`config.mk`:
```
export PLATFORM = sky130hd
export DESIGN_NAME = config_menu
export DESIGN_NICKNAME = d
export VERILOG_FILES = /design/src/rtl/config_menu.sv
export SDC_FILE = /design/constraint.sdc
export NUM_CORES = 1
export LEC_CHECK = 0
export ABC_CLOCK_PERIOD_IN_PS = 3000
export BUFFER_PORTS_ARGS = -buffer_cell sky130_fd_sc_hd__buf_2
export CAP_MARGIN = 15
export CORE_ASPECT_RATIO = 0.75
export CORE_MARGIN = 8
export CORE_UTILIZATION = 50
export DETAILED_ROUTE_END_ITERATION = 8
export PLACE_DENSITY = 0.73
export SKIP_LAST_GASP = 1
export SYNTH_ARGS = -nofsm -noshare
export SYNTH_HDL_FRONTEND = slang
export SYNTH_SLANG_ARGS = --single-unit
```
`constraint.sdc`:
```
create_clock -name clk_in -period 3 [get_ports clk_in]
set_input_delay 0.3 -clock clk_in [delete_from_list [all_inputs] [get_ports clk_in]]
set_output_delay 0.3 -clock clk_in [all_outputs]
set_load 0.01 [all_outputs]
```
`src/rtl/config_menu.sv`:
```
// ---------------------------------------------------------------------------
// config_menu
//   Settings-menu controller. After reset it paints the twelve option values
//   into the tile buffer (one write per cycle, busy_out high), then waits in
//   IDLE for single-cycle button pulses that move the cursor, step the value
//   under the cursor, or launch the game from the START entry (pointer 12).
//
// Configuration macro:
//   CONFIG_MENU_PTR_WRAP_EN  defined   -> cursor wraps (0 up -> 12, 12 down -> 0)
//                            undefined -> cursor saturates at 0 and 12
//
// Parameters:
//   NUM_VALUES          settings per option, legal 2..10
//
// Ports:
//   clk_in              system clock, rising edge
//   rst_n_in            asynchronous active-low reset
//   btn_up_in           pulse: cursor up (ptr-1)
//   btn_down_in         pulse: cursor down (ptr+1)
//   btn_left_in         pulse: decrement selected value (mod NUM_VALUES)
//   btn_right_in        pulse: increment selected value (mod NUM_VALUES)
//   btn_select_in       pulse: activate entry (START when ptr == 12)
//   ptr_index_out       cursor index 0..12
//   config_values_out   option i value at bits [4i+3:4i]
//   start_out           one-cycle game launch pulse
//   busy_out            high while the initial paint runs
//   buf_write_en_out    tile-buffer write enable
//   buf_write_addr_out  tile-buffer address (40*row + col)
//   buf_write_data_out  tile code (8'h30 + value)
// ---------------------------------------------------------------------------
module config_menu #(
    parameter int NUM_VALUES = 10
) (
    input  logic        clk_in,
    input  logic        rst_n_in,
    input  logic        btn_up_in,
    input  logic        btn_down_in,
    input  logic        btn_left_in,
    input  logic        btn_right_in,
    input  logic        btn_select_in,
    output logic [3:0]  ptr_index_out,
    output logic [47:0] config_values_out,
    output logic        start_out,
    output logic        busy_out,
    output logic        buf_write_en_out,
    output logic [9:0]  buf_write_addr_out,
    output logic [7:0]  buf_write_data_out
);

    localparam int         LP_NUM_OPTS = 12;
    localparam logic [3:0] LP_PTR_MAX  = 4'd12;
    localparam logic [3:0] LP_OPT_LAST = 4'd11;
    localparam logic [3:0] LP_VAL_LAST = 4'(NUM_VALUES - 1);

    typedef enum logic {
        ST_INIT,
        ST_IDLE
    } state_t;

    state_t      r_state;
    logic [3:0]  r_paint_cnt;
    logic [3:0]  r_ptr;
    logic [3:0]  r_values [LP_NUM_OPTS];
    logic        r_start;
    logic        r_busy;
    logic        r_wr_en;
    logic [9:0]  r_wr_addr;
    logic [7:0]  r_wr_data;

    logic        w_ptr_is_opt;
    logic [3:0]  w_sel_val;
    logic [3:0]  w_val_inc;
    logic [3:0]  w_val_dec;

    // Options 0..7 sit in the left column (col 10), 8..11 in the right
    // column (col 30); both columns start on row 3 with one blank row between
    // entries. For idx < 12, idx[3] selects the column and idx[2:0] is the
    // position within it.
    function automatic logic [9:0] f_addr(input logic [3:0] idx);
        logic [9:0] row;
        logic [9:0] col;
        row = 10'd3 + {6'd0, idx[2:0], 1'b0};
        col = idx[3] ? 10'd30 : 10'd10;
        return (row * 10'd40) + col;
    endfunction

    function automatic logic [7:0] f_tile(input logic [3:0] val);
        return 8'h30 + {4'd0, val};
    endfunction

    function automatic logic [3:0] f_val_inc(input logic [3:0] val);
        return (val >= LP_VAL_LAST) ? 4'd0 : val + 4'd1;
    endfunction

    function automatic logic [3:0] f_val_dec(input logic [3:0] val);
        return (val == 4'd0) ? LP_VAL_LAST : val - 4'd1;
    endfunction

    function automatic logic [3:0] f_ptr_up(input logic [3:0] ptr);
        if (ptr == 4'd0) begin
`ifdef CONFIG_MENU_PTR_WRAP_EN
            return LP_PTR_MAX;
`else
            return 4'd0;
`endif
        end
        return ptr - 4'd1;
    endfunction

    function automatic logic [3:0] f_ptr_down(input logic [3:0] ptr);
        if (ptr >= LP_PTR_MAX) begin
`ifdef CONFIG_MENU_PTR_WRAP_EN
            return 4'd0;
`else
            return LP_PTR_MAX;
`endif
        end
        return ptr + 4'd1;
    endfunction

    // Value currently under the cursor; pointer 12 (START) has no value.
    always_comb begin
        w_ptr_is_opt = (r_ptr < LP_PTR_MAX);
        w_sel_val    = 4'd0;
        if (w_ptr_is_opt) begin
            w_sel_val = r_values[r_ptr];
        end
        w_val_inc = f_val_inc(w_sel_val);
        w_val_dec = f_val_dec(w_sel_val);
    end

    always_ff @(posedge clk_in or negedge rst_n_in) begin
        if (!rst_n_in) begin
            r_state     <= ST_INIT;
            r_paint_cnt <= 4'd0;
            r_ptr       <= 4'd0;
            for (int i = 0; i < LP_NUM_OPTS; i++) begin
                r_values[i] <= 4'd0;
            end
            r_start     <= 1'b0;
            r_busy      <= 1'b1;
            r_wr_en     <= 1'b0;
            r_wr_addr   <= 10'd0;
            r_wr_data   <= 8'd0;
        end else begin
            // Pulsed outputs default low; addr/data hold their last value.
            r_wr_en <= 1'b0;
            r_start <= 1'b0;
            case (r_state)
                ST_INIT: begin
                    // Buttons are deliberately not looked at here.
                    r_busy    <= 1'b1;
                    r_wr_en   <= 1'b1;
                    r_wr_addr <= f_addr(r_paint_cnt);
                    r_wr_data <= f_tile(r_values[r_paint_cnt]);
                    if (r_paint_cnt == LP_OPT_LAST) begin
                        r_paint_cnt <= 4'd0;
                        r_state     <= ST_IDLE;
                    end else begin
                        r_paint_cnt <= r_paint_cnt + 4'd1;
                    end
                end
                ST_IDLE: begin
                    r_busy <= 1'b0;
                    // Fixed priority: one button per cycle, the rest dropped.
                    if (btn_up_in) begin
                        r_ptr <= f_ptr_up(r_ptr);
                    end else if (btn_down_in) begin
                        r_ptr <= f_ptr_down(r_ptr);
                    end else if (btn_left_in) begin
                        if (w_ptr_is_opt) begin
                            r_values[r_ptr] <= w_val_dec;
                            r_wr_en         <= 1'b1;
                            r_wr_addr       <= f_addr(r_ptr);
                            r_wr_data       <= f_tile(w_val_dec);
                        end
                    end else if (btn_right_in) begin
                        if (w_ptr_is_opt) begin
                            r_values[r_ptr] <= w_val_inc;
                            r_wr_en         <= 1'b1;
                            r_wr_addr       <= f_addr(r_ptr);
                            r_wr_data       <= f_tile(w_val_inc);
                        end
                    end else if (btn_select_in) begin
                        if (r_ptr == LP_PTR_MAX) begin
                            r_start <= 1'b1;
                        end
                    end
                end
                default: begin
                    r_state <= ST_INIT;
                end
            endcase
        end
    end

    always_comb begin
        config_values_out = '0;
        for (int i = 0; i < LP_NUM_OPTS; i++) begin
            config_values_out[4*i +: 4] = r_values[i];
        end
    end

    assign ptr_index_out      = r_ptr;
    assign start_out          = r_start;
    assign busy_out           = r_busy;
    assign buf_write_en_out   = r_wr_en;
    assign buf_write_addr_out = r_wr_addr;
    assign buf_write_data_out = r_wr_data;

endmodule

```
# [After elaboration in Yosys (flattened, before gate mapping)]
# Index checks and enable logic that the tools add are counted.
[word_totals] output_inout_bits=73 ff_bits=78 input_bits=7 word_cells=122
[op_classes] muxes=62 n_lt_le_gt_ge=6 n_reduce_logical=9 bitwise_logic=5 n_mul=2 n_eq_ne=6 addsub=12
[ops] operator="$mux 48" count=4
[ops] operator="$bwmux 48" count=2
[ops] operator="$mux 4" count=15
[ops] operator="$mux 10" count=5
[ops] operator="$mux 8" count=6
[ops] operator="$bmux 4 s4" count=2
[ops] operator="$add 6x4->7 const A" count=3
[ops] operator="$mux 1" count=21
[ops] operator="$add 10x5->10" count=2
[ops] operator="$pmux 10 s2" count=1
[ops] operator="$demux 4 s4" count=1
[ops] operator="$pmux 8 s2" count=1
[ops] operator="$mul 5x3->7 const B" count=2
[ops] operator="$add 4x1->4 const B" count=3
[ops] operator="$add 2x4->5 const A" count=2
[ops] operator="$ge 5x5->1 const B" count=2
[ops] operator="$mux 5" count=2
[ops] operator="$not 4->5" count=2
[ops] operator="$eq 4x4->1 const B" count=2
[ops] operator="$ge 4x4->1 const B" count=2
[ops] operator="$logic_not 4->1" count=2
[ops] operator="$sub 4x1->4 const B" count=2
[ops] operator="$lt 5x1->1 const B" count=1
[ops] operator="$reduce_and 5->1" count=1
[ops] operator="11 further kinds" count=16

# [Longest topological paths before layout]
# Gate-level depths: netlist of run 1.
[logic_depth] ltp_word=14 depth_mapped=14 depth_no_buf=13

# [Worst setup path before layout of run 1]
# Ideal clock, no wire load.
[synth_path] path_type="register to register" from="register r_ptr[0] (netlist: ptr_index_out[0])" to="register r_wr_addr[9] (netlist: buf_write_addr_out[9])" arrival_time_ns=2.963 setup_ns=0.137 period_less_slack_ns=3.100 required_ns=2.863 n_path_buf=2 slack_ns=-0.100 path_stages_with_launch=15 cell_sequence="dfrtp_1 -> buf_6 -> buf_4 -> inv_1 -> ha_1 -> inv_1 -> xnor2_1 -> fa_1 -> xnor2_1 -> nor3b_1 -> xor2_1 -> xnor2_1 -> nand2_1 -> o211ai_1 -> o21ai_0"
[synth_between] elab_chain_cells=9 word_cells_on_any_way=10 cone_classes="2 x add/sub; 1 x mul; 1 x order compare; 6 x mux"
[synth_rtl] item="start: declaration" line_no="62" rtl="logic [3:0] r_ptr;"
[synth_rtl] item="start signal: assignment" line_no="167" rtl="r_ptr <= f_ptr_up(r_ptr);"
[synth_rtl] item="start signal: assignment" line_no="169" rtl="r_ptr <= f_ptr_down(r_ptr);"
[synth_rtl] item="$add 2x4->5" line_no="82" rtl="row = 10'd3 + {6'd0, idx[2:0], 1'b0};"
[synth_rtl] item="$mul 5x3->7" line_no="84" rtl="return (row * 10'd40) + col;"
[synth_rtl] item="$add 10x5->10" line_no="84"
[synth_rtl] item="$mux 10 *" line_no="171, 178"
[synth_rtl] item="$mux 10" line_no="177" rtl="end else if (btn_right_in) begin"
[synth_rtl] item="$mux 10 *" line_no="170" rtl="end else if (btn_left_in) begin"
[synth_rtl] item="$mux 10 *" line_no="168" rtl="end else if (btn_down_in) begin"
[synth_rtl] item="$mux 10 *" line_no="166" rtl="if (btn_up_in) begin"
[synth_rtl] item="$pmux 10 s2 *" line_no="149" rtl="case (r_state)"
[synth_rtl] item="end signal: assignment" line_no="154" rtl="r_wr_addr <= f_addr(r_paint_cnt);"
[synth_rtl] item="end signal: assignment" line_no="174" rtl="r_wr_addr <= f_addr(r_ptr);"
[synth_rtl] item="end signal: assignment" line_no="181" rtl="r_wr_addr <= f_addr(r_ptr);"
[synth_rtl] item="end: declaration" line_no="67" rtl="logic [9:0] r_wr_addr;"
# Every way passes the cells marked *; elsewhere a longest branch is shown, timed or not. The select of a mux whose other input is x is not followed.
# A chain may end at the register's enable or synchronous reset.

# [Worst setup path after layout of run 1]
# Ends and elaborated chain as after synthesis.

==> impl_metrics.csv, run 1 <==
group,metric,value,unit
job,maxCapViolCount,0,
timing,worst_pin_slew,1001,ps
status,status,"finished clean",
drt,total_number_of_vias,3809,
timing,timing.fmax,349.4,MHz
floorplan,num_io_pins,80,
placement,gp_routability_congestion,0.8720,
logic_synthesis,syn-instance-count,437,
layout,layout_commonest_cell,"sky130_fd_sc_hd__buf_2",
floorplan,initial_core_util,0.5089,
timing,finalClockSkew,5.172,ps
logic_synthesis,post_synth_mux_area_share,0.1951,
floorplan,core_region_area,8971,µm²
logic_synthesis,post_synth_num_cell_types,55,
layout,n_fill_cell,750,
clocking,clockRootBuffer,"sky130_fd_sc_hd__clkbuf_16",
timing,relSlewSlack,0.3324,
global_route,grt.overflow.total,0,
worst_setup_path,wp_data_required,3210,ps
timing,setup_violations,0,
timing,finalCritPeriodShare,0.9541,
drt,detail_route.drc_violations,0,
floorplan,total_die_area,12480,µm²
logic_synthesis,post_synthesis_instance_area,4566,µm²
layout,fin_cells,636,
global_route,antenna_found_initial,0,
global_route,number_of_global_route_vias_before_repair,3918,
logic_synthesis,syn_avg_cell_area,10.45,µm²
clocking,maximum_number_of_buffers_from_clock_root_to_sink,2,
timing,final.min_clock_period,2862,ps
drt,drt_wl_total,12580,µm
drt,route.detailed.vias_per_inst,5.989,
worst_setup_path,cp-start-kind,"flop",
logic_synthesis,synthSimpleGateAreaFrac,0.1143,
timing,slew_violations,0,
pwr,p_per_area,1219,nW/µm²
layout,most-common-layout-cells,"sky130_fd_sc_hd__buf_2, sky130_fd_sc_hd__dfrtp_1, sky130_fd_sc_hd__nand2_1, sky130_fd_sc_hd__mux2_2, sky130_fd_sc_hd__ha_1",
worst_setup_path,critical_path_sink_type,"flop",
logic_synthesis,synth_flop_cell,"sky130_fd_sc_hd__dfrtp_1",
clocking,cts_num_sinks,72,
logic_synthesis,synth_top_family_by_area,"multiplexers",
clocking,clk-insertion-delay-late,340,ps
clocking,htree_num_levels,3,
logic_synthesis,synth_async_sr_flop_share,1.000,
logic_synthesis,number_of_synthesized_flops_with_an_enable_pin,0,
placement,place.detailed.instances,614,
logic_synthesis,synth_seq_cells,72,
placement,port_buffers,75,
placement,dpl.hpwl,9549,µm
drt,dr.pass1.iters,4,
drt,dr.first_iter.drc_count,220,
layout,multi_input_area,2579,µm²
layout,nets,552,
logic_synthesis,yosys.area_share.xor_xnor,0.03261,
global_route,track_usage,0.2056,
worst_setup_path,worstPathArrival,3070,ps
layout,areaGrowthSynthToFinish,19.46,%
drt,route.detailed.wl_per_inst,19.78,µm
drt,ant_nets,0,
worst_setup_path,critical_path.max_fanout,6,
global_route,grt_max_degree,44,
global_route,first_pass_grt_wire_length,20530,µm
pwr,cellLeakagePower,2.636,nW
logic_synthesis,yosysWarningCount,0,
pwr,max-vdd-ir-drop,546.8,µV
logic_synthesis,synth-adder-area-share,0.07454,
floorplan,fp-row-count,30,
layout,post-route-util,0.6080,
worst_setup_path,crit_path_category,"flop to flop",
hold_path,timing.hold.worst.class,"input port to asynchronous set/reset pin",
layout,seqCellArea,1804,µm²
clocking,worst_setup_hold_path_clk_slew,60,ps
layout,number_of_diodes,0,
clocking,cts_tree,"done",
layout,post_route_cells_drive_above_1_share,0.3454,
timing,final-hold-violation-count,0,
logic_synthesis,synth-compound-area-share,0.1348,
logic_synthesis,yosysSeqAreaShare,0.3949,
timing,timing.hold.ws,117.4,ps
floorplan,die_height,98.76,µm
floorplan,die-width,126.3,µm
clocking,cts_inserted_buffers,9,
==> synthesized netlist by cell type, types with 6 or more instances <==
| cell type | number | share of area |
|---|---|---|
| sky130_fd_sc_hd__dfrtp_1 | 71 | 0.39 |
| sky130_fd_sc_hd__nand2_1 | 60 | 0.049 |
| sky130_fd_sc_hd__mux2_2 | 36 | 0.089 |
| sky130_fd_sc_hd__ha_1 | 24 | 0.066 |
| sky130_fd_sc_hd__a21oi_1 | 18 | 0.020 |
| sky130_fd_sc_hd__o21ai_0 | 18 | 0.020 |
| sky130_fd_sc_hd__mux2i_1 | 17 | 0.037 |
| sky130_fd_sc_hd__inv_1 | 15 | 0.012 |
| sky130_fd_sc_hd__mux4_2 | 14 | 0.069 |
| sky130_fd_sc_hd__nor2_1 | 13 | 0.011 |
| sky130_fd_sc_hd__nor2b_1 | 11 | 0.015 |
| sky130_fd_sc_hd__o21ai_1 | 11 | 0.012 |
| sky130_fd_sc_hd__xnor2_1 | 11 | 0.021 |
| sky130_fd_sc_hd__clkbuf_1 | 10 | 0.0082 |
| sky130_fd_sc_hd__buf_4 | 9 | 0.015 |
| sky130_fd_sc_hd__buf_2 | 7 | 0.0077 |
| sky130_fd_sc_hd__nor3_1 | 7 | 0.0077 |
| sky130_fd_sc_hd__xor2_1 | 6 | 0.012 |
==> repair_timing <==
item | in CTS | in global routing
setup buffers | 0 | 6
hold buffers | 0 | 0
gates resized for setup | 0 | 13
setup endpoints to repair | 0 | 52
==> path summary, 6_finish.rpt <==
kind | startpoint | to | depth (start not counted) | slack [ps]
worst max-delay path | ptr_index_out[0]$_DFFE_PN0P_ | buf_write_addr_out[9]$_DFFE_PN0P_ | 13 | 140
worst min-delay path | rst_n_in | ptr_index_out[2]$_DFFE_PN0P_ | 1 | 120
worst max register to register | ptr_index_out[0]$_DFFE_PN0P_ | buf_write_addr_out[9]$_DFFE_PN0P_ | 13 | 140
worst min register to register | buf_write_addr_out[1]$_DFFE_PN0P_ | buf_write_addr_out[1]$_DFFE_PN0P_ | 1 | 510
max in group asynchronous | rst_n_in | config_values_out[22]$_DFFE_PN0P_ | 2 | 2040
min in group clk_in | btn_down_in | start_out$_DFF_PN0_ | 3 | 300
==> layer usage <==
layer / wire length (µm) / GRT usage / vias up
met5: 0 / 0 / -
met4: 312 / 0.08664 / 0
met3: 859 / 0.05987 / 31
met2: 5844 / 0.3254 / 154
met1: 5566 / 0.2573 / 1894
li1: - / - / 1730
==> flip-flops by register name, indices dropped and copies added, names as in the netlist <==
| register | count |
|---|---|
| config_values_out | 48 |
| buf_write_addr_out | 8 |
| buf_write_data_out | 4 |
| ptr_index_out | 4 |
| r_paint_cnt | 4 |
| buf_write_en_out | 1 |
| busy_out | 1 |
| r_state | 1 |
| start_out | 1 |
==> critical path, cell delays in order (launching register included) <==
cell                       delay (ps)
sky130_fd_sc_hd__dfrtp_2          450
sky130_fd_sc_hd__ha_1             230
sky130_fd_sc_hd__xor2_1           160
sky130_fd_sc_hd__ha_1             340
sky130_fd_sc_hd__ha_1             180
sky130_fd_sc_hd__inv_1             60
sky130_fd_sc_hd__fa_2             350
sky130_fd_sc_hd__xnor2_2          170
sky130_fd_sc_hd__nor3b_2          210
sky130_fd_sc_hd__xor2_1           190
sky130_fd_sc_hd__xnor2_1          130
sky130_fd_sc_hd__nand2_1           70
sky130_fd_sc_hd__o211ai_1          80
sky130_fd_sc_hd__o21ai_0          100
==> report_power, final <==
part / internal, mW / switching [mW] / leakage, nW
combinational: 1.79 / 2.12 / 1.57
sequential: 1.32 / 0.389 / 0.930
clock: 0.592 / 0.435 / 0.136
==> kinds of logic after synthesis <==
group,Yosys count
other cells,1
simple gates,113
fa+ha+maj,26
buf+inv,49
xor+xnor,17
mux,67
flops,72
compound gates,92
==> final cells by class <==
type / instances / share of cell area
clock buffer: 10 / 0.04382
clock inverter: 6 / 0.009176
inverter: 17 / 0.01170
multi-input combinational: 319 / 0.4728
sequential: 72 / 0.3308
tap: 112 / 0.02569
timing repair buffer: 100 / 0.1060
==> stage by stage <==
stage          TNS [ps]  total power, mW  area [µm²]  worst slack, ps
5_1_grt          -15.35            7.100        5454           -15.35
4_1_cts               0            6.376        5353            14.71
2_1_floorplan         0            4.085        4583            24.82
6_report              0            6.646        5454            137.7
3_3_place_gp          0            5.188        5064            155.1
3_5_place_dp          0            5.313        5064            28.01
Note: power is estimated with default switching activity, not from simulation.
==> run 2, diff against run 1 <==
--- a/config.mk
+++ b/config.mk
@@ -5,14 +5,14 @@
 export SDC_FILE = /design/constraint.sdc
 export NUM_CORES = 1
 export LEC_CHECK = 0
-export ABC_CLOCK_PERIOD_IN_PS = 3000
+export ABC_CLOCK_PERIOD_IN_PS = 3670
 export BUFFER_PORTS_ARGS = -buffer_cell sky130_fd_sc_hd__buf_2
 export CAP_MARGIN = 15
 export CORE_ASPECT_RATIO = 0.75
 export CORE_MARGIN = 8
 export CORE_UTILIZATION = 50
 export DETAILED_ROUTE_END_ITERATION = 8
-export PLACE_DENSITY = 0.73
+export PLACE_DENSITY = 0.7
 export SKIP_LAST_GASP = 1
 export SYNTH_ARGS = -nofsm -noshare
 export SYNTH_HDL_FRONTEND = slang
==> constraint.sdc (replaced) <==
create_clock -name clk_in -period 3.67 [get_ports clk_in]
set_input_delay 0.367 -clock clk_in [delete_from_list [all_inputs] [get_ports clk_in]]
set_output_delay 0.367 -clock clk_in [all_outputs]
set_load 0.01 [all_outputs]
==> run 2 against run 1 <==
Die area is the same. Fmax shrank 11%. Flip-flop and latch count stayed put. Routed wire length grew 1.4%. Sequential power shrank 19%. Highest routed layer unchanged. Non-clock buffer count is 13 lower. Sequential share of layout area rose by 0.26 points. First-iteration DRC count increased by 33%. Critical path depth shrank 1. Total power shrank 18%. Clock-buffer cell count grew 1. Utilization shrank 0.52 points.
==> impl_metrics.csv, run 2 (same netlist as run 1, synthesis figures left out) <==
group,metric,value,unit
drt,route.detailed.wl_per_inst,20.48,µm
layout,most-common-layout-cells,"sky130_fd_sc_hd__buf_2, sky130_fd_sc_hd__dfrtp_1, sky130_fd_sc_hd__nand2_1, sky130_fd_sc_hd__mux2_2, sky130_fd_sc_hd__ha_1",
drt,total_number_of_vias,3739,
floorplan,core_region_area,8971,µm²
timing,final.min_clock_period,3222,ps
global_route,antenna_found_initial,0,
floorplan,total_die_area,12480,µm²
layout,largest_register_ffs,48,
placement,gp_routability_congestion,0.8592,
clocking,postCtsSetupRepairBufs,0,
floorplan,die-width,126.3,µm
drt,ant_nets,0,
placement,dpl.hpwl,9358,µm
drt,dr.first_iter.drc_count,292,
placement,placed_area,5005,µm²
worst_setup_path,worstPathArrival,3490,ps
clocking,clockRootBuffer,"sky130_fd_sc_hd__clkbuf_16",
clocking,number_of_buffers_inserted_for_hold_repair_after_clock_tree_synthesis,0,
floorplan,die_height,98.76,µm
global_route,first_pass_grt_wire_length,20490,µm
status,status,"finished clean",
pwr,cellLeakagePower,2.613,nW
timing,worst_pin_slew,750.4,ps
layout,layout_commonest_cell,"sky130_fd_sc_hd__buf_2",
global_route,grt.overflow.total,0,
timing,finalWorstSetupSlack,447.8,ps
worst_setup_path,crit_path_category,"flop to flop",
global_route,grt_max_degree,42,
floorplan,num_io_pins,80,
clocking,number_of_gates_resized_after_cts,0,
timing,setup-tns-final,0,ps
job,maxCapViolCount,0,
drt,drt_wl_total,12760,µm
placement,dpl_ws,572.5,ps
floorplan,initial_core_util,0.5089,
worst_setup_path,wp_data_required,3930,ps
hold_path,timing.hold.worst.class,"input port to asynchronous set/reset pin",
floorplan,fp-row-count,30,
timing,final-hold-violation-count,0,
clocking,htree_num_levels,3,
layout,nets,539,
clocking,cts_inserted_buffers,9,
layout,post-route-cell-area,5408,µm²
placement,port_buffers,75,
clocking,worst_setup_hold_path_clk_slew,60,ps
timing,setup_violations,0,
timing,slew_violations,0,
global_route,number_of_global_route_vias_before_repair,3783,
worst_setup_path,cp-start-kind,"flop",
worst_setup_path,critical_path.max_fanout,26,
layout,number_of_diodes,0,
timing,finalCritPeriodShare,0.8780,
pwr,p_per_area,1003,nW/µm²
drt,detail_route.drc_violations,0,
worst_setup_path,critical_path_sink_type,"flop",
timing,relSlewSlack,0.4997,
layout,post_route_cells_drive_above_1_share,0.3131,
layout,areaGrowthSynthToFinish,18.44,%
timing,finalClockSkew,5.335,ps
worst_setup_path,rr_worst_depth,12,
global_route,track_usage,0.2079,
timing,timing.fmax,310.3,MHz
timing,grt_setup_unrepaired,"false",
clocking,cts_num_sinks,72,
clocking,cts_tree,"done",
clocking,clk-insertion-delay-late,340,ps
pwr,p_total,5.425,mW
drt,dr.pass1.iters,5,
drt,route.detailed.vias_per_inst,6.002,
pwr,max-vdd-ir-drop,430.7,µV
clocking,maximum_number_of_buffers_from_clock_root_to_sink,2,
[run 2: path summary, 6_finish.rpt]
path	startpoint	end	slack (ps)
worst max-delay path	ptr_index_out[0]$_DFFE_PN0P_	buf_write_data_out[2]$_DFFE_PN0P_	450
worst max register to register	ptr_index_out[0]$_DFFE_PN0P_	buf_write_data_out[2]$_DFFE_PN0P_	450
min in group clk_in	btn_down_in	start_out$_DFF_PN0_	360
worst min-delay path	rst_n_in	buf_write_en_out$_DFF_PN0_	80
max in group asynchronous	rst_n_in	busy_out$_DFF_PN1_	2590
worst min register to register	buf_write_addr_out[1]$_DFFE_PN0P_	buf_write_addr_out[1]$_DFFE_PN0P_	520
[run 2: report_power, final]
part	internal [mW]	total [mW]	switching [mW]	leakage, nW
clock network	0.839	1.18	0.337	0.196
logic	1.21	2.87	1.66	1.49
registers	1.08	1.38	0.300	0.931
[run 2: layout make-up]
cell class              count  area [µm²]
inverters                  17       63.81
multi-input cells         319        2532
clock inverters             5       150.1
clock buffers              11       252.7
repair buffers             87       465.4
flip-flops and latches     72        1803
fillers                   753        3563
well taps                 112       140.1
[run 2: critical path, cell delays in order (launching register included)]
cell and delay [ps]:
sky130_fd_sc_hd__dfrtp_1 410, sky130_fd_sc_hd__buf_4 360, sky130_fd_sc_hd__mux2i_1 320, sky130_fd_sc_hd__a22oi_1 120, sky130_fd_sc_hd__a31o_2 300, sky130_fd_sc_hd__inv_1 130, sky130_fd_sc_hd__ha_1 190, sky130_fd_sc_hd__nor2b_1 220
sky130_fd_sc_hd__a21boi_0 110, sky130_fd_sc_hd__o311ai_0 110, sky130_fd_sc_hd__o311a_1 610, sky130_fd_sc_hd__nand2_1 110, sky130_fd_sc_hd__a21oi_1 150
[run 2: layer usage]
layer  part of all wire  up-vias  track usage  routed length (µm)
met5                  0        -            0                   0
met1               0.46     1835       0.2836                5808
li1                   -     1698            -                   -
met2               0.45      180       0.3148                5710
met4              0.018        0      0.06359                 227
met3              0.080       26      0.05502                1016
[run 2: metrics by stage]
step                      instances  hold slack [ps]    util
after floorplan                 440            71.41       -
after global placement          607            461.3  0.5579
after detailed placement        607            465.3  0.5579
after CTS                       623            107.9  0.6028
after global routing            623            139.4  0.6028
final                           623            82.89  0.6028
==> run 3, diff against run 2 <==
--- a/config.mk
+++ b/config.mk
@@ -10,9 +10,10 @@
 export CAP_MARGIN = 15
 export CORE_ASPECT_RATIO = 0.75
 export CORE_MARGIN = 8
-export CORE_UTILIZATION = 50
+export CORE_UTILIZATION = 30
 export DETAILED_ROUTE_END_ITERATION = 8
-export PLACE_DENSITY = 0.7
+export PLACE_DENSITY = 0.46
+export RECOVER_POWER = 25
 export SKIP_LAST_GASP = 1
 export SYNTH_ARGS = -nofsm -noshare
 export SYNTH_HDL_FRONTEND = slang
==> run 3 against run 2 <==
The run now ends with capacitance limit, slew limit left. Die area grew 56%. Total power shrank 3.8%. Combinational power is essentially flat. First-iteration DRC count shrank 31%. Clock-buffer cell count shrank 2. Utilization shrank 24 points. Fmax shrank 1.6%. Non-clock buffer count is the same. Sequential power is essentially flat. Register-to-register slack lost 50 ps. Clock skew grew 2.1 ps. Clock power shrank 19%. Critical endpoint unchanged.
==> impl_metrics.csv, run 3 (same netlist as run 1, synthesis figures left out) <==
group,metric,value,unit
drt,ant_nets,0,
floorplan,initial_core_util,0.3028,
hold_path,timing.hold.worst.class,"input port to flop",
timing,slew_violations,73,
clocking,cts_num_sinks,72,
clocking,cts_tree,"done",
placement,dpl.hpwl,10330,µm
clocking,postCtsSetupRepairBufs,0,
pwr,cellLeakagePower,2.566,nW
drt,dr.first_iter.drc_count,201,
worst_setup_path,r2r-end,"buf_write_data_out[2]$_DFFE_PN0P_",
clocking,clockRootBuffer,"sky130_fd_sc_hd__clkbuf_16",
global_route,number_of_global_route_vias_before_repair,3712,
drt,total_number_of_vias,3624,
worst_setup_path,critical_path_sink_type,"flop",
worst_setup_path,crit_path_category,"flop to flop",
timing,grt_setup_unrepaired,"false",
timing,relSlewSlack,-0.2109,
pwr,p_per_area,960.1,nW/µm²
worst_setup_path,worstPathArrival,3540,ps
hold_path,hold_path.startpoint,"btn_down_in",
clocking,cts_inserted_buffers,9,
global_route,grt.overflow.total,0,
clocking,maximum_number_of_buffers_from_clock_root_to_sink,2,
worst_setup_path,cp-start-kind,"flop",
clocking,clk-insertion-delay-late,340,ps
layout,largest_register_ffs,48,
worst_setup_path,worst_path_largest_cell_delay,580,ps
timing,worst_pin_slew,1816,ps
worst_setup_path,path_cells,"buf_4 > mux2i_1 > a22oi_1 > a31o_2 > inv_1 > ha_1 > nor2b_1 > a21boi_0 > o311ai_0 > o311a_1 > nand2_1 > a21oi_1",
layout,most-common-layout-cells,"sky130_fd_sc_hd__buf_2, sky130_fd_sc_hd__dfrtp_1, sky130_fd_sc_hd__nand2_1, sky130_fd_sc_hd__mux2_2, sky130_fd_sc_hd__ha_1",
global_route,grt_most_used_layer,"met2",
pwr,max-vdd-ir-drop,333.1,µV
global_route,first_pass_grt_wire_length,21570,µm
timing,timing.fmax,305.2,MHz
global_route,track_usage,0.1447,
layout,n_fill_cell,1529,
timing,final.min_clock_period,3276,ps
timing,finalClockSkew,7.399,ps
floorplan,num_io_pins,80,
worst_setup_path,setup.reg_to_reg.worst_slack,390,ps
timing,finalCritPeriodShare,0.8927,
global_route,grt_max_degree,73,
placement,port_buffers,75,
clocking,htree_num_levels,3,
layout,areaGrowthSynthToFinish,19.07,%
drt,route.detailed.wl_per_inst,18.94,µm
global_route,grt_util_met2,0.2078,
layout,number_of_diodes,0,
layout,post_route_cells_drive_above_1_share,0.3098,
drt,drt_wl_total,13550,µm
job,maxCapViolCount,1,
floorplan,die_height,122.8,µm
placement,gp_routability_congestion,0.9019,
status,failed_checks,"capacitance limit, slew limit",
worst_setup_path,timing.critical_path.slowest_stage_cell,"sky130_fd_sc_hd__o311a_1",
hold_path,min_delay_worst_endpoint,"start_out$_DFF_PN0_",
global_route,global_route.usage.met1,0.2053,
timing,final-hold-violation-count,0,
global_route,antenna_found_initial,0,
clocking,worst_setup_hold_path_clk_slew,60,ps
floorplan,fp-row-count,39,
worst_setup_path,critical_path.max_fanout,30,
worst_setup_path,rr_worst_depth,12,
status,status,"finished with violations",
timing,setup_violations,0,
drt,detail_route.drc_violations,0,
clocking,number_of_gates_resized_after_cts,0,
drt,route.detailed.vias_per_inst,5.069,
drt,dr.pass1.iters,4,
layout,layout_commonest_cell,"sky130_fd_sc_hd__buf_2",
floorplan,die-width,158.5,µm
floorplan,total_die_area,19460,µm²
global_route,globalRouteMet3Util,0.05032,
worst_setup_path,wp_data_required,3930,ps
clocking,number_of_buffers_inserted_for_hold_repair_after_clock_tree_synthesis,0,
floorplan,core_region_area,15080,µm²
timing,timing.hold.ws,372.3,ps
hold_path,hold_path_depth,3,
layout,nets,539,
worst_setup_path,reg2reg_launch_point,"ptr_index_out[0]$_DFFE_PN0P_",
timing,setup-tns-final,0,ps
run 3: changes by cell type in the layout (fill, tap and decap cells not counted), sizes merged:
cell / delta
buf: -2
bufinv: -3
clkinv: +2
clkinvlp: +1
inv: +1
run 3: cell type report:
type                    count  area [µm²]  share of cell area
repair buffers             87       461.7             0.08493
clock buffers               9       225.2             0.04143
clock inverters             6       93.84             0.01726
flip-flops and latches     72        1803              0.3316
inverters                  17       63.81             0.01174
well taps                 205       256.5             0.04718
multi-input cells         319        2532              0.4658
run 3: critical path, delay by kind of cell, from the launching register on:
kind	cells	cell delay (ps)
AOI/OAI and AO/OA	6	1370
adders and majority gates	1	210
buffers and inverters	2	540
DFF	1	430
muxes	1	320
and+or+nand+nor	2	320
run 3: where the power goes:
group | internal [mW] | switching, mW
registers | 1.08 | 0.307
logic | 1.24 | 1.64
clock network | 0.596 | 0.359
run 3: how the worst max path moves through the flow:
stage / from / to / slack, ps / depth (start not counted)
after floorplan: ptr_index_out[0]$_DFFE_PN0P_ / buf_write_addr_out[9]$_DFFE_PN0P_ / 570 / 14
after global placement: ptr_index_out[0]$_DFFE_PN0P_ / buf_write_data_out[2]$_DFFE_PN0P_ / 580 / 12
after detailed placement: ptr_index_out[0]$_DFFE_PN0P_ / config_values_out[38]$_DFFE_PN0P_ / 450 / 9
after CTS: ptr_index_out[0]$_DFFE_PN0P_ / config_values_out[38]$_DFFE_PN0P_ / 420 / 9
after global routing: ptr_index_out[0]$_DFFE_PN0P_ / buf_write_data_out[2]$_DFFE_PN0P_ / 150 / 10
final: ptr_index_out[0]$_DFFE_PN0P_ / buf_write_data_out[2]$_DFFE_PN0P_ / 390 / 12
run 3: metrics by stage:
stage | power (mW) | utilization | cells | area (µm²) | setup slack [ps]
floorplan | 3.323 | - | 440 | 4577 | 569.8
global placement | 4.249 | 0.3398 | 700 | 5124 | 583.0
detailed placement | 4.306 | 0.3398 | 700 | 5124 | 448.8
CTS | 5.274 | 0.3610 | 715 | 5443 | 425.0
global route | 5.638 | 0.3606 | 715 | 5436 | 150.0
finish | 5.220 | 0.3606 | 715 | 5436 | 393.7
run 3: layer usage:
layer  wire [µm]  share of wire
met5           0              0
met4         129         0.0095
met3        1067          0.079
met2        5817           0.43
met1        6531           0.48
